==> config.mk <==
export PLATFORM = sky130hd
export DESIGN_NAME = muldiv_sequencer
export DESIGN_NICKNAME = d
export VERILOG_FILES = /design/src/rtl/muldiv_pkg.sv /design/src/rtl/muldiv_cycle_counter.sv /design/src/rtl/muldiv_sequencer.sv
export SDC_FILE = /design/constraint.sdc
export NUM_CORES = 1
export LEC_CHECK = 0
export CORE_ASPECT_RATIO = 1.4
export CORE_MARGIN = 2
export CORE_UTILIZATION = 41
export DETAILED_ROUTE_END_ITERATION = 12
export GPL_ROUTABILITY_DRIVEN = 1
export PLACE_DENSITY = 0.84
export SKIP_CTS_REPAIR_TIMING = 1
export SLEW_MARGIN = 15
export SYNTH_ARGS = -nofsm -noshare
export SYNTH_HDL_FRONTEND = slang
export SYNTH_HIERARCHICAL = 1
export SYNTH_SLANG_ARGS = --single-unit
==> constraint.sdc <==
create_clock -name clk -period 5.3 [get_ports clk]
set_input_delay 1.06 -clock clk [delete_from_list [all_inputs] [get_ports clk]]
set_output_delay 1.06 -clock clk [all_outputs]
set_load 0.02 [all_outputs]
==> src/rtl/muldiv_pkg.sv <==
// muldiv_pkg: shared encodings for the multiply/divide sequencer.
// Latency: n/a (types and constants only).
// Backpressure: n/a.
// Contents: FSM state encoding, request op codes, HI/LO source-mux selects.
package muldiv_pkg;

  // 3-bit state encoding shared by the sequencer and anything that probes it.
  typedef enum logic [2:0] {
    ST_IDLE  = 3'd0,
    ST_START = 3'd1,
    ST_RUN   = 3'd2,
    ST_WRITE = 3'd3,
    ST_DONE  = 3'd4,
    ST_EXC   = 3'd5
  } state_t;

  // Request op codes as presented by the control unit.
  localparam logic OP_MULT = 1'b0;
  localparam logic OP_DIV  = 1'b1;

  // HI/LO source-mux selects.
  localparam logic SEL_MULT = 1'b0;
  localparam logic SEL_DIV  = 1'b1;

  // Maps a latched op onto the HI/LO mux select for that op's result unit.
  function automatic logic op_to_sel(input logic op);
    return (op == OP_DIV) ? SEL_DIV : SEL_MULT;
  endfunction

endpackage

==> src/rtl/muldiv_cycle_counter.sv <==
// muldiv_cycle_counter: loadable down-counter timing the Mult/Div iterations.
// Latency: load/decrement visible the cycle after the edge; zero flag is combinational from the count.
// Backpressure: none; en holds the count when low.
// Ports: clk, reset (sync, active-high), load + load_val, en (decrement), zero (count == 0).
module muldiv_cycle_counter
  import muldiv_pkg::*;
#(
  parameter int CNT_W = 6
) (
  input  logic             clk,
  input  logic             reset,
  input  logic             load,
  input  logic [CNT_W-1:0] load_val,
  input  logic             en,
  output logic             zero
);

  logic [CNT_W-1:0] cnt;

  // Load wins over decrement; the count saturates at zero so a stray enable
  // after expiry cannot wrap it.
  always_ff @(posedge clk) begin
    if (reset) begin
      cnt <= '0;
    end else if (load) begin
      cnt <= load_val;
    end else if (en && (cnt != '0)) begin
      cnt <= cnt - 1'b1;
    end
  end

  assign zero = (cnt == '0);

endmodule

==> src/rtl/muldiv_sequencer.sv <==
// muldiv_sequencer: runs one MULT/DIV at a time on the shared Mult/Div units and drives HI/LO writes.
// Latency: start pulse 1 cycle after accept, HI/LO write at N+2, done at N+3, ready again at N+4 (N = unit iterations);
// Backpressure: req_ready only in IDLE, requests while busy are ignored (requester holds req_valid).
// Ports: req_valid/req_op/b_operand from control, flush abort; mult_start/div_start to the units;
//        hi_sel/lo_sel/hi_write/lo_write to HI/LO; busy/done/div_zero_exc status.
module muldiv_sequencer
  import muldiv_pkg::*;
#(
  parameter int MULT_CYCLES = 32,
  parameter int DIV_CYCLES  = 32,
  parameter int CNT_W       = 6
) (
  input  logic        clk,
  input  logic        reset,
  input  logic        req_valid,
  input  logic        req_op,
  input  logic [31:0] b_operand,
  input  logic        flush,
  output logic        req_ready,
  output logic        mult_start,
  output logic        div_start,
  output logic        hi_sel,
  output logic        lo_sel,
  output logic        hi_write,
  output logic        lo_write,
  output logic        busy,
  output logic        done,
  output logic        div_zero_exc
);

  // RUN is entered with the count at N-1 and left on the cycle it reads 0,
  // which makes RUN exactly N cycles long.
  localparam logic [CNT_W-1:0] MULT_LOAD = CNT_W'(MULT_CYCLES - 1);
  localparam logic [CNT_W-1:0] DIV_LOAD  = CNT_W'(DIV_CYCLES - 1);

  state_t           state;
  state_t           state_nxt;
  logic             op_q;
  logic             op_nxt;
  logic             write_q;
  logic             cnt_load;
  logic             cnt_en;
  logic             cnt_zero;
  logic [CNT_W-1:0] cnt_load_val;

  // Next-state and op-latch decision. flush forces IDLE from anywhere, which
  // also blocks acceptance while idle.
  always_comb begin
    state_nxt = state;
    op_nxt    = op_q;
    if (flush) begin
      state_nxt = ST_IDLE;
    end else begin
      case (state)
        ST_IDLE: begin
          if (req_valid) begin
            op_nxt = req_op;
            // A zero divisor never starts the divider; it becomes an exception.
            if ((req_op == OP_DIV) && (b_operand == 32'd0)) begin
              state_nxt = ST_EXC;
            end else begin
              state_nxt = ST_START;
            end
          end
        end
        ST_START: state_nxt = ST_RUN;
        ST_RUN:   if (cnt_zero) state_nxt = ST_WRITE;
        ST_WRITE: state_nxt = ST_DONE;
        ST_DONE:  state_nxt = ST_IDLE;
        ST_EXC:   state_nxt = ST_IDLE;
        default:  state_nxt = ST_IDLE;
      endcase
    end
  end

  // The counter is only armed from START; a flush in START leaves it alone.
  assign cnt_load     = (state == ST_START) && !flush;
  assign cnt_en       = (state == ST_RUN) && !flush;
  assign cnt_load_val = (op_q == OP_DIV) ? DIV_LOAD : MULT_LOAD;

  muldiv_cycle_counter #(
    .CNT_W (CNT_W)
  ) u_cycle_counter (
    .clk      (clk),
    .reset    (reset),
    .load     (cnt_load),
    .load_val (cnt_load_val),
    .en       (cnt_en),
    .zero     (cnt_zero)
  );

  // State, op latch and state-decoded outputs. Outputs are decoded from the
  // next state so the registered copies line up with the state they describe.
  always_ff @(posedge clk) begin
    if (reset) begin
      state        <= ST_IDLE;
      op_q         <= OP_MULT;
      req_ready    <= 1'b1;
      busy         <= 1'b0;
      mult_start   <= 1'b0;
      div_start    <= 1'b0;
      write_q      <= 1'b0;
      done         <= 1'b0;
      div_zero_exc <= 1'b0;
    end else begin
      state        <= state_nxt;
      op_q         <= op_nxt;
      req_ready    <= (state_nxt == ST_IDLE);
      busy         <= (state_nxt != ST_IDLE);
      mult_start   <= (state_nxt == ST_START) && (op_nxt == OP_MULT);
      div_start    <= (state_nxt == ST_START) && (op_nxt == OP_DIV);
      write_q      <= (state_nxt == ST_WRITE);
      done         <= (state_nxt == ST_DONE);
      div_zero_exc <= (state_nxt == ST_EXC);
    end
  end

  // Selects follow the latched op in every state, so they are steady from
  // START through DONE.
  assign hi_sel = op_to_sel(op_q);
  assign lo_sel = op_to_sel(op_q);

  // A flush arriving in WRITE must stop the HI/LO update in that same cycle.
  assign hi_write = write_q && !flush;
  assign lo_write = write_q && !flush;

endmodule

==> run_results.csv <==
group,metric,value,unit
critical_path,start_kind,"input port",
placed_design,gp_congestion,0.822,
floorplanning,core,1970,um^2
floorplanning,placementRows,19,
timing,worst_clock_skew,7.26,ps
logic_synthesis,synthesis.area,866,um^2
placed_design,dp.cells,163,
logic_synthesis,syn_area_per_cell,8.93,um^2
cts,clock_sinks,17,
timing,setup_viol,0,
layout,finish.utilization,69.2,%
logic_synthesis,synthCells,97,
critical_path,crit_type,"in2out",
status,outcome,"completed",
timing,holdWs,544,ps
pwr,p_sw_share,25.0,%
pwr,power_density,191,nW/um^2
layout,fillers,167,
detailed_routing,route.detailed.drc,0,
pwr,p_int,195,uW
detailed_routing,wirelength,2270,um
detailed_routing,routed_via_density,5.26,
critical_path,path_max_fanout,6,
critical_path,crit_path_top_delay_cell,"clkdlybuf4s50_1",
grt,antenna_found_initial,0,
detailed_routing,detail-route-antenna-nets,0,
cts,htree_levels,1,
critical_path,cpMostUsedCell,"clkdlybuf4s50_1",
layout,final_cell_mix,"clkdlybuf4s50_1, dfxtp_1, nor2_1, nor4_1",
timing,hold_violations,0,
layout,stdcell_count,167,
logic_synthesis,yosys_warnings,6,
floorplanning,die_w,42.8,um
pwr,p_switching,65.0,uW
floorplanning,initial_utilization,43.9,%
floorplanning,chipHeight,58.4,um
logic_synthesis,synthArstFlopShare,0,%
cts,clock_latency,290,ps
critical_path,worstPathCellList,"clkdlybuf4s50_1, nor2b_1, clkdlybuf4s50_1",
placed_design,dp.final_hpwl,1870,um
run,maxCapViolCount,0,
critical_path,max_stage_delay,620,ps
logic_synthesis,ys_seq_elements,17,
layout,layout_commonest_cell,"clkdlybuf4s50_1",
timing,max_slew.worst_pin.slew,684,ps
pwr,power_frac_seq,52.1,%
timing,fmax,0.291,GHz
grt,grt_pass1_vias,877,
pwr,ir_drop,168,uV
timing,grt_setup_unrepaired,"false",
pwr,clockPowerShare,26.6,%
critical_path,worstPathRequired,4240,ps
detailed_routing,drt-initial-drc-count,10,
cts,clk_pin_slew,100,ps
logic_synthesis,ys_seq_area_share,39.3,%
logic_synthesis,synth_edf_count,0,
pwr,p_leak,0.000512,uW
critical_path,critPathArrivalTime,2380,ps
detailed_routing,routedWlPerCell,13.6,um
critical_path,critPathCaptureType,"output port",
cts,cts-root-buf,"clkbuf_4",
timing,maxSlewHeadroom,53.8,%
critical_path,crit_family,"buffers and inverters",
timing,fin_setup_tns,0,ps
critical_path,crit_buf_inv,2,
timing,fin_crit_sh,64.9,%
logic_synthesis,synth_cell_type_count,36,
floorplanning,ios,47,
cts,cts_buffers,3,
cts,clock_path_buffers,2,
timing,finalMaxSlewViolations,0,
grt,grt-ovfl-total,0,
cts,cts_tree,"built",
pwr,total_power,260,uW
logic_synthesis,ys.flop_type,"dfxtp_1",
layout,fin_nets,186,
grt,grt_pass1_wl,3770,um
layout,drive_gt1_share,8.22,%
detailed_routing,routed-via-count,878,
layout,area_growth,57.8,%
grt,grt_usage,19.6,%
layout,n_antenna_cell,0,
timing,period_needed,3440,ps
detailed_routing,drt-pass1-iter-count,4,
grt,grt_max_degree,12,
placed_design,io_buffers,46,
layout,multiInputGateArea,489,um^2
pwr,power_frac_comb,21.3,%
floorplanning,die_area,2500,um^2
layout,register_area,340,um^2
hold_path,hp-class,"reg2reg",
==> worst register-to-register path, delay by kind of cell, from the launching register on <==
| kind | cells | cell delay (ps) |
|---|---|---|
| AND/OR/NAND/NOR | 3 | 1310 |
| flip-flops | 1 | 470 |
| AO/OA/AOI/OAI | 1 | 80 |
| multiplexers | 1 | 190 |
==> logic make-up (layout without fill, tap and decap cells) <==
| logic type | after synthesis | count (layout) | share of synthesized area, % |
|---|---|---|---|
| xor gates and xnor gates | 3 | 3 | 3.04 |
| other | 2 | 6 | 0.867 |
| muxes | 2 | 2 | 2.31 |
| and+or+nand+nor | 46 | 46 | 33.4 |
| buffers and inverters | 11 | 56 | 5.92 |
| DFF | 17 | 17 | 39.3 |
| AOI/OAI and AO/OA | 14 | 14 | 12.3 |
| adders and majority gates | 2 | 2 | 2.89 |
==> state kept, by name, indices dropped and copies added, names as in the netlist <==
register             flops
u_cycle_counter/cnt      6
op_q                     1
state                    3
div_start                1
div_zero_exc             1
busy                     1
done                     1
write_q                  1
mult_start               1
req_ready                1
==> path summary, 6_finish.rpt <==
path | start | end | slack [ps] | cells after the start
setup / recovery | flush | lo_write | 1860 | 3
hold / removal | u_cycle_counter/cnt[1] | u_cycle_counter/cnt[1] | 540 | 2
setup reg to reg | state[1] | u_cycle_counter/cnt[5] | 3120 | 5
hold reg to reg | u_cycle_counter/cnt[1] | u_cycle_counter/cnt[1] | 540 | 2
==> cell usage after synthesis (2+ instances only) <==
library cell  instances  area, um^2
dfxtp_1              17         340
nor2_1               10        37.5
nor4_1                9        56.3
inv_1                 6        22.5
nand2_1               6        22.5
nor3_1                5        25.0
a211oi_1              3        22.5
a21oi_1               3        15.0
nor4b_1               3        26.3
and2_1                2        12.5
buf_2                 2        10.0
buf_4                 2        15.0
conb_1                2        7.51
ha_1                  2        25.0
mux2i_1               2        20.0
or4b_4                2        27.5
xnor2_1               2        17.5
==> power groups by stage <==
| stage | Clock (uW) | Sequential (uW) | Combinational [uW] |
|---|---|---|---|
| floorplan | 0 | 139 | 19.7 |
| detailed placement | 0 | 139 | 55.2 |
| global placement | 0 | 138 | 54.0 |
| global route | 78.6 | 136 | 60.0 |
| finish | 69.3 | 136 | 55.4 |
| CTS | 71.0 | 136 | 55.5 |
==> cell type report <==
cell class	count	area share [%]
multi-input combinational	73	35.8
sequential	17	24.9
clock buffer	3	1.65
tap	21	1.92
timing repair buffer	46	33.7
inverter	6	1.65
clock inverter	1	0.366
==> routing by layer <==
| layer | share of wire (%) | vias up | global-route usage [%] |
|---|---|---|---|
| li1 | - | 449 | - |
| met1 | 36 | 398 | 19.1 |
| met2 | 58 | 29 | 38.7 |
| met3 | 5.4 | 2 | 4.60 |
| met4 | 0.53 | 0 | 7.14 |
| met5 | 0 | - | 0 |
==> through the flow <==
stage               area [um^2]  setup WS [ps]
CTS                        1370           1860
finish                     1370           1860
global route               1370           1800
floorplan                   881           2620
global placement           1340           1890
detailed placement         1340           1860
Power figures use the tool's default switching activity.
